`config.mk`:
```
export PLATFORM = sky130hd
export DESIGN_NAME = alu_arbiter
export DESIGN_NICKNAME = d
export VERILOG_FILES = /design/src/rtl/alu_arbiter.sv
export SDC_FILE = /design/constraint.sdc
export NUM_CORES = 1
export LEC_CHECK = 0
export ABC_AREA = 1
export CAP_MARGIN = 10
export CORE_MARGIN = 2
export CORE_UTILIZATION = 38
export CTS_BUF_LIST = sky130_fd_sc_hd__clkbuf_8 sky130_fd_sc_hd__clkbuf_16
export DETAILED_ROUTE_END_ITERATION = 10
export PLACE_DENSITY = 0.8
export SYNTH_ARGS = -nofsm -noshare
export SYNTH_HDL_FRONTEND = slang
export SYNTH_SLANG_ARGS = --single-unit
```
`constraint.sdc`:
```
create_clock -name clk -period 1.7 [get_ports clk]
set_input_delay 0.17 -clock clk [delete_from_list [all_inputs] [get_ports clk]]
set_output_delay 0.17 -clock clk [all_outputs]
set_load 0.01 [all_outputs]
```
`src/rtl/alu_arbiter.sv`:
```
// Round-robin arbiter sharing one registered ALU between two valid/ready requesters.
// Each operation runs IDLE -> ISSUE -> CAPTURE -> RESP: latch, enable, capture, return.
module alu_arbiter #(
  parameter int unsigned WORD_SIZE = 16
) (
  input  logic                   clk,
  input  logic                   reset_n,
  input  logic [1:0]             req_valid,
  output logic [1:0]             req_ready,
  input  logic [5:0]             req_op,
  input  logic [2*WORD_SIZE-1:0] req_a,
  input  logic [2*WORD_SIZE-1:0] req_b,
  output logic [1:0]             rsp_valid,
  input  logic [1:0]             rsp_ready,
  output logic [WORD_SIZE-1:0]   rsp_data,
  output logic [2:0]             alu_op,
  output logic [WORD_SIZE-1:0]   alu_in1,
  output logic [WORD_SIZE-1:0]   alu_in2,
  output logic                   alu_enable,
  input  logic [WORD_SIZE-1:0]   alu_out,
  output logic                   busy
);

  typedef enum logic [1:0] {StIdle, StIssue, StCapture, StResp} state_e;

  state_e                 state_q, state_d;
  logic                   owner_q, owner_d;
  logic                   last_grant_q, last_grant_d;
  logic [2:0]             alu_op_q, alu_op_d;
  logic [WORD_SIZE-1:0]   alu_in1_q, alu_in1_d;
  logic [WORD_SIZE-1:0]   alu_in2_q, alu_in2_d;
  logic [WORD_SIZE-1:0]   rsp_data_q, rsp_data_d;
  logic                   grant;

  always_comb begin
    grant        = 1'b0;
    state_d      = state_q;
    owner_d      = owner_q;
    last_grant_d = last_grant_q;
    alu_op_d     = alu_op_q;
    alu_in1_d    = alu_in1_q;
    alu_in2_d    = alu_in2_q;
    rsp_data_d   = rsp_data_q;
    req_ready    = 2'b00;
    rsp_valid    = 2'b00;
    alu_enable   = 1'b0;

    // On a tie the requester that did not win last time goes next.
    unique case (req_valid)
      2'b10:   grant = 1'b1;
      2'b11:   grant = ~last_grant_q;
      default: grant = 1'b0;
    endcase

    unique case (state_q)
      StIdle: begin
        // Gate with reset_n so ready stays low while reset is held.
        if (reset_n && (req_valid != 2'b00)) begin
          req_ready    = grant ? 2'b10 : 2'b01;
          state_d      = StIssue;
          owner_d      = grant;
          last_grant_d = grant;
          alu_op_d     = grant ? req_op[5:3] : req_op[2:0];
          alu_in1_d    = grant ? req_a[2*WORD_SIZE-1:WORD_SIZE] : req_a[WORD_SIZE-1:0];
          alu_in2_d    = grant ? req_b[2*WORD_SIZE-1:WORD_SIZE] : req_b[WORD_SIZE-1:0];
        end
      end
      StIssue: begin
        alu_enable = 1'b1;
        state_d    = StCapture;
      end
      StCapture: begin
        rsp_data_d = alu_out;
        state_d    = StResp;
      end
      StResp: begin
        rsp_valid = owner_q ? 2'b10 : 2'b01;
        if (rsp_ready[owner_q]) begin
          state_d = StIdle;
        end
      end
      default: state_d = StIdle;
    endcase
  end

  always_ff @(posedge clk or negedge reset_n) begin
    if (!reset_n) begin
      state_q      <= StIdle;
      owner_q      <= 1'b0;
      last_grant_q <= 1'b1;
      alu_op_q     <= '0;
      alu_in1_q    <= '0;
      alu_in2_q    <= '0;
      rsp_data_q   <= '0;
    end else begin
      state_q      <= state_d;
      owner_q      <= owner_d;
      last_grant_q <= last_grant_d;
      alu_op_q     <= alu_op_d;
      alu_in1_q    <= alu_in1_d;
      alu_in2_q    <= alu_in2_d;
      rsp_data_q   <= rsp_data_d;
    end
  end

  assign alu_op   = alu_op_q;
  assign alu_in1  = alu_in1_q;
  assign alu_in2  = alu_in2_q;
  assign rsp_data = rsp_data_q;
  assign busy     = (state_q != StIdle);

endmodule
```
==> flow_summary.rst, run 1 <==
.. list-table::
   :header-rows: 1

   * - Metric
     - Value
   * - Routability cong.
     - ~0.76
   * - Core Box Area
     - around 6800 µm²
   * - Tightest Pin Transition
     - between 0.6 and 0.7 ns
   * - Clk sinks
     - 55
   * - Result of the run
     - completed
   * - Most used DFF post-synth
     - dfrtp_1
   * - CTS tree
     - yes
   * - Width of the die
     - a little under 90 µm
   * - Fraction of layout instances using a drive strength above 1
     - 7.061%
   * - Highest ir drop seen on vdd
     - 0.0008723 V
   * - Die Height
     - about 87 µm
   * - Global-route usage over all layers
     - between 20% and 30%
   * - Distinct cells, synth
     - 16
   * - Final std cells w/o fill
     - between 600 and 700
   * - Starting Density
     - 38.98%
   * - Worst reg2reg startpoint
     - state_q[0]
   * - Grt ovf
     - 0
   * - DR WL/cell
     - 11.99 µm
   * - Unrepaired setup endpoints after global routing
     - false
   * - Post-synthesis instance area
     - 2634 µm²
   * - Post-layout nets
     - between 600 and 700
   * - Required arrival time at the worst endpoint
     - about 1.5 ns
   * - Avg Synthesized Cell Area
     - approximately 7 µm²
   * - Gr busiest metal
     - met2
   * - Syn nets
     - between 400 and 500
   * - Total Die Area
     - 7613 µm²
   * - Number of buffers created by CTS
     - 5
   * - Wire length after detailed routing
     - between 7000 and 8000 µm
   * - Total Power
     - roughly 6.3 mW
   * - Number of search-and-repair iterations in the first detailed-routing pass
     - 4
   * - Initial antenna violation count
     - 0
   * - Least setup slack across all paths after layout
     - approximately 0.093 ns
   * - Pin count of the biggest net entering global routing
     - 55
   * - Fraction of the core area covered by cells at the end of the flow
     - about two thirds
   * - Half-perimeter wire length after detailed placement
     - roughly 5300 µm
   * - Sequential fraction of the synthesis area
     - a little over half
   * - Remaining antenna violation count
     - 0
   * - Crit start category
     - register
   * - Clock latency at the later pin of the worst-skew pair
     - around 0.3 ns
   * - CP arrival
     - 1.44 ns
   * - Clock Tree Root
     - clkbuf_8
   * - Setup Viol. Count Final
     - 0
   * - Setup Slack @ Placement
     - -0.1387 ns
   * - Count of endpoints failing hold in the final timing report
     - 0
   * - Count of H-tree levels built during CTS
     - 2
   * - Cell row count
     - 30
   * - Global-route track usage on met3
     - between 7 and 8%
   * - Leakage power of the design
     - about 2.3 nW
   * - Buffer depth of the longest clock path
     - 2
   * - Number of buffers inserted to repair setup after CTS
     - 0
   * - Signed area change from the synthesized netlist to the final layout
     - 66.41%
   * - Slew Limit Fails
     - 0
   * - Highest fanout seen on the critical path
     - 2
   * - Port-buffer cells
     - 148
   * - Worst-path clk slew
     - 0.10 ns
   * - 1st-iter DRT viols
     - 81
   * - Class of the most critical setup path
     - register to output port
   * - Vias in the first global route
     - 2673
   * - Final critical path time including I/O delays and setup
     - 1.607 ns
   * - Number of diodes
     - 0
   * - Worst hold-check path type
     - primary input to asynchronous set/reset pin
   * - Part of the cycle the worst path needs
     - a little over nine tenths
   * - Max frequency
     - 622.3 MHz
   * - Vias per cell
     - roughly 4.5
   * - Clock skew
     - 0.01314 ns
   * - Post-route DRC
     - 0
   * - Number of max-cap violations
     - 0
   * - Share of async-settable or async-resettable flops after synthesis
     - between 90% and 100%
   * - Depth of the worst register-to-register path
     - 7
   * - Power Dens Cells
     - 1440 nW/µm²
   * - Number of flip-flops and latches in the synthesized netlist
     - 55
   * - Global-route met2 utilization
     - about 36%
   * - Yosys synthesis warning count
     - 0
   * - Worst flop-to-flop path endpoint
     - alu_in1[0]
   * - IO Pins
     - between 100 and 150
   * - # placed instances
     - about 600
   * - Kind of capture point of the worst setup path
     - output port
   * - Worst-case headroom to the max-slew limit
     - between 50% and 60%
   * - Via count
     - 2721
   * - Number of synthesized flops with an enable pin
     - 0
   * - Number of cells produced by synthesis
     - roughly 370
   * - Global-route wire length before repair
     - around 12000 µm
   * - Register-to-register setup slack
     - around 0.24 ns
   * - Grt met1 use
     - 22.76%
   * - Filler cell count in the final layout
     - around 560
-- synth_stat cells, types with 2 or more instances --
cell	instances	area (µm²)
buf_2	12	60.06
clkbuf_1	2	7.510
dfrtp_1	54	1351
ha_1	4	50.05
inv_1	7	26.28
nand2_1	273	1025
nand3_1	3	15.01
nor2_1	2	7.510
o21ai_1	2	10.01
-- worst max-delay path by stage --
stage	startpoint	end	slack, ns
2_1_floorplan	state_q[0]	req_ready[0]	0.33
4_1_cts	state_q[1]	req_ready[1]	0.009
6_report	state_q[0]	busy	0.09
5_1_grt	state_q[1]	busy	0.01
3_5_place_dp	req_valid[0]	req_ready[1]	-0.14
3_3_place_gp	req_valid[0]	req_ready[1]	-0.14
-- cells by family after synthesis --
family	after synthesis	synth area share [%]
flops	55	52.30
compound gates	4	1.473
buf+inv	24	4.133
fa+ha+maj	4	1.900
simple gates	279	40.19
-- state kept, by name, indices dropped and copies added (netlist names) --
name	cells
alu_in1	16
alu_in2	16
rsp_data	16
alu_op	3
state_q	2
last_grant_q	1
owner_q	1
-- power by group --
group	internal, mW	leakage (nW)	total (mW)	switching [mW]
Combinational	1.73	1.54	3.29	1.56
Sequential	1.92	0.686	2.25	0.324
Clock	0.371	0.0505	0.778	0.407
Total	4.02	2.28	6.31	2.29
-- routing by layer --
layer / up-vias / wire length (µm)
li1: 1405 / -
met4: 0 / 40
met1: 1211 / 2987
met5: - / 0
met2: 100 / 3496
met3: 5 / 717
-- layout make-up --
type                       count  area (µm²)  share of cell area, %
tap                           80       100.1                  2.284
inverter                       9       33.78                 0.7708
clock buffer                   7       96.34                  2.198
timing repair buffer         165        1604                  36.60
sequential                    55        1378                  31.43
multi-input combinational    287        1164                  26.55
clock inverter                 1       7.507                 0.1713
-- what timing repair did --
action | 4_1_cts | 5_1_grt
hold buffers | 1 | 0
setup endpoints to repair | 6 | 5
hold endpoints to repair | 1 | 0
gates resized for setup | 12 | 5
-- metrics by stage --
stage          cell area [µm²]  TNS, ns  hold WS [ns]
2_1_floorplan             2634        0       -0.1256
3_3_place_gp              4277  -0.2318      -0.01274
3_5_place_dp              4277  -0.2440      -0.01313
4_1_cts                   4390        0        0.1950
5_1_grt                   4383        0        0.2152
6_report                  4383        0        0.2216
-- worst max-delay path, cell delays in order (launching register included) --
cell and delay, ns:
dfrtp_1 0.40, inv_2 0.07, ha_2 0.17, inv_1 0.07, buf_4 0.14, dlygate4sd2_1 0.28
-- placed cells by master, fill, tap and decap left out, drive strengths merged --
cell type,n
buf,19
dlygate4sd3,1
o211ai,1
clkinv,1
dfrtp,54
dlygate4sd2,4
o21ai,2
clkinvlp,1
ha,4
clkbuf,7
nand2,273
clkdlybuf4s50,141
inv,8
a21oi,1
nor2,3
dfstp,1
nand3,3
(Power assumes the default switching activity.)
==> inputs of run 2 (changes only) <==
- TNS_END_PERCENT: unset -> 10
==> run 2 against run 1 <==
Via count down 0.18%; global-route usage about the same; routed wire length about the same; cell area about the same; worst setup slack worse by 0.019 ns; sequential share of layout area about the same; critical path depth unchanged; count of clock-buffer cells in the layout unchanged; maximum frequency down 1.2%; die area unchanged; largest power group unchanged; highest routed layer unchanged.
==> flow_summary.rst, run 2 (synthesis gave the netlist of run 1 again) <==
.. list-table::
   :header-rows: 1

   * - Metric
     - Value
   * - Highest fanout seen on the critical path
     - 3 (+1)
   * - Vias per cell
     - 4.497 (-0.18%)
   * - Grt ovf
     - 0 (unchanged)
   * - Internal portion of total power
     - 4.021 mW (unchanged)
   * - Worst-case headroom to the max-slew limit
     - 55.40% (about the same)
   * - Total Power
     - 6.311 mW (about the same)
   * - Width of the die
     - 87.25 µm (unchanged)
   * - Die Height
     - 87.25 µm (unchanged)
   * - Fraction of layout instances using a drive strength above 1
     - 6.679% (-0.38 points)
   * - IO Pins
     - 149 (unchanged)
   * - Tightest Pin Transition
     - 0.6690 ns (+0.0002634 ns)
   * - Initial antenna violation count
     - 0 (unchanged)
   * - Via count
     - 2716 (-0.18%)
   * - Post-route DRC
     - 0 (unchanged)
   * - Global-route usage over all layers
     - 20.05% (+0.040 points)
   * - Vias in the first global route
     - 2679 (+0.22%)
   * - Leakage power of the design
     - 2.282 nW (+0.13%)
   * - Clk sinks
     - 55 (unchanged)
   * - Wire length after detailed routing
     - 7244 µm (about the same)
   * - Part of the cycle the worst path needs
     - 95.67% (+1.1 points)
   * - Routability cong.
     - 0.7600 (unchanged)
   * - Total net switching power
     - 2.290 mW (about the same)
   * - Most common cell after layout, fill and taps aside
     - nand2_1
   * - Slew Limit Fails
     - 0 (unchanged)
   * - Port-buffer cells
     - 148 (unchanged)
   * - Portion of total power attributed to sequential cells
     - 35.6% (about the same)
   * - Post-layout nets
     - 619 (unchanged)
   * - Max frequency
     - 614.8 MHz (-1.2%)
   * - Global-route wire length before repair
     - 12090 µm (+0.17%)
   * - Number of max-cap violations
     - 0 (unchanged)
   * - Filler cell count in the final layout
     - 558 (unchanged)
   * - Register area
     - 1378 µm² (unchanged)
   * - Signed area change from the synthesized netlist to the final layout
     - 66.37% (about the same)
   * - Kind of capture point of the worst setup path
     - output port
   * - Clock Tree Root
     - clkbuf_8
   * - Longest individual stage delay on the worst path
     - 0.40 ns (about the same)
   * - CTS tree
     - yes
   * - Count of endpoints failing hold in the final timing report
     - 0 (unchanged)
   * - Number of buffers created by CTS
     - 5 (unchanged)
   * - Result of the run
     - completed
   * - DR WL/cell
     - 11.99 µm (about the same)
   * - Portion of total power attributed to combinational logic
     - 52.1% (about the same)
   * - Count of H-tree levels built during CTS
     - 2 (unchanged)
   * - Core Box Area
     - 6756 µm² (unchanged)
   * - Class of the most critical setup path
     - register to output port
   * - Setup Viol. Count Final
     - 0 (unchanged)
   * - Crit start category
     - register
   * - 1st-iter DRT viols
     - 80 (-1.2%)
   * - Buffers and inverters on the worst path
     - 3 (-1)
   * - Half-perimeter wire length after detailed placement
     - 5310 µm (unchanged)
   * - Power Dens Cells
     - 1440 nW/µm² (about the same)
   * - Unrepaired setup endpoints after global routing
     - false
   * - Setup Slack @ Placement
     - -0.1387 ns (unchanged)
   * - Clock skew
     - 0.01270 ns (-0.0004427 ns)
   * - Area occupied by multi-input gates
     - 1161 µm² (-0.22%)
   * - Power share of the clock group
     - 12.3% (about the same)
   * - Number of diodes
     - 0 (unchanged)
   * - CP arrival
     - 1.46 ns (+0.02 ns)
   * - Pin count of the biggest net entering global routing
     - 55 (unchanged)
   * - Highest ir drop seen on vdd
     - 0.0008593 V (-1.5%)
   * - CP top delay family
     - buffers and inverters
   * - Clock latency at the later pin of the worst-skew pair
     - 0.30 ns (about the same)
   * - Remaining antenna violation count
     - 0 (unchanged)
   * - Final critical path time including I/O delays and setup
     - 1.626 ns (+0.01944 ns)
   * - Buffer depth of the longest clock path
     - 2 (unchanged)
   * - Net Sw Frac
     - 36.29% (about the same)
   * - Commonest cells after routing, fill and taps aside
     - 272 x nand2_1, 141 x clkdlybuf4s50_1, 54 x dfrtp_1
   * - Total Die Area
     - 7613 µm² (unchanged)
   * - Least setup slack across all paths after layout
     - 0.07356 ns (-0.01944 ns)
   * - Number of search-and-repair iterations in the first detailed-routing pass
     - 4 (unchanged)
   * - Required arrival time at the worst endpoint
     - 1.53 ns (about the same)
   * - Worst hold-check path type
     - primary input to asynchronous set/reset pin
   * - Starting Density
     - 38.98% (unchanged)
   * - Cell row count
     - 30 (unchanged)
   * - Worst-path clk slew
     - 0.10 ns (about the same)
   * - Slowest cell on the critical path
     - dfrtp_1
   * - Cells traversed along the worst timing path
     - buf_4, ha_1, nand2_1, inv_1, dlygate4sd2_1
-- run 2: path summary, 6_finish.rpt --
path                             start      endpoint  slack [ns]  cells after the start
max in group asynchronous      reset_n   alu_in2[13]        1.18                      2
setup / recovery            state_q[1]  rsp_valid[1]        0.07                      5
min in group clk            alu_out[8]   rsp_data[8]        0.39                      3
setup reg to reg            state_q[0]    alu_in1[0]        0.23                      7
hold reg to reg            rsp_data[4]   rsp_data[4]        0.48                      2
hold / removal                 reset_n   rsp_data[9]        0.07                      2
-- run 2: power groups by stage --
stage	sequential [mW]	combinational [mW]	clock (mW)
6_report	2.25	3.29	0.778
5_1_grt	2.32	3.66	0.873
4_1_cts	2.25	3.34	0.808
3_5_place_dp	2.26	3.35	0
3_3_place_gp	2.24	3.29	0
2_1_floorplan	2.53	1.18	0
-- run 2: per-layer routing --
layer	global-route usage [%]	part of all wire [%]	wire length (µm)
met1	22.70	42	3009
met4	3.776	0.55	40
met2	35.88	48	3466
met3	7.867	10	728
met5	0	0	0
-- run 2: cell type report --
| cell class | count | area share (%) |
|---|---|---|
| Timing Repair Buffer | 165 | 36.64 |
| Sequential cell | 55 | 31.44 |
| Multi-Input combinational cell | 287 | 26.50 |
| Tap cell | 80 | 2.284 |
| Clock buffer | 7 | 2.199 |
| Inverter | 9 | 0.7710 |
| Clock inverter | 1 | 0.1713 |
-- run 2: what timing repair did --
| action | in CTS | in global routing |
|---|---|---|
| endpoints found under the hold margin | 1 | 0 |
| hold buffers | 1 | 0 |
| endpoints found under the setup margin | 6 | 3 |
| setup buffers | 0 | 0 |
| gates resized for setup | 10 | 6 |
| pin swaps | 0 | 0 |
-- run 2: worst register-to-register path, cell delays in order, from the launching register on --
cell      delay [ns]
dfrtp_1         0.35
inv_1           0.07
ha_2            0.19
buf_4           0.14
o211ai_4        0.07
buf_4           0.38
nand2_1         0.11
nand2_1         0.08
-- run 2: per-stage QoR --
step | hold slack [ns] | setup TNS [ns] | util [%] | instance area, µm² | instances
2_1_floorplan | -0.1256 | 0 | - | 2634 | 366
3_3_place_gp | -0.01274 | -0.2318 | 63.30 | 4277 | 595
3_5_place_dp | -0.01313 | -0.2440 | 63.30 | 4277 | 595
4_1_cts | 0.09805 | -0.006556 | 64.94 | 4388 | 604
5_1_grt | 0.1257 | 0 | 64.85 | 4382 | 604
6_report | 0.07118 | 0 | 64.85 | 4382 | 604
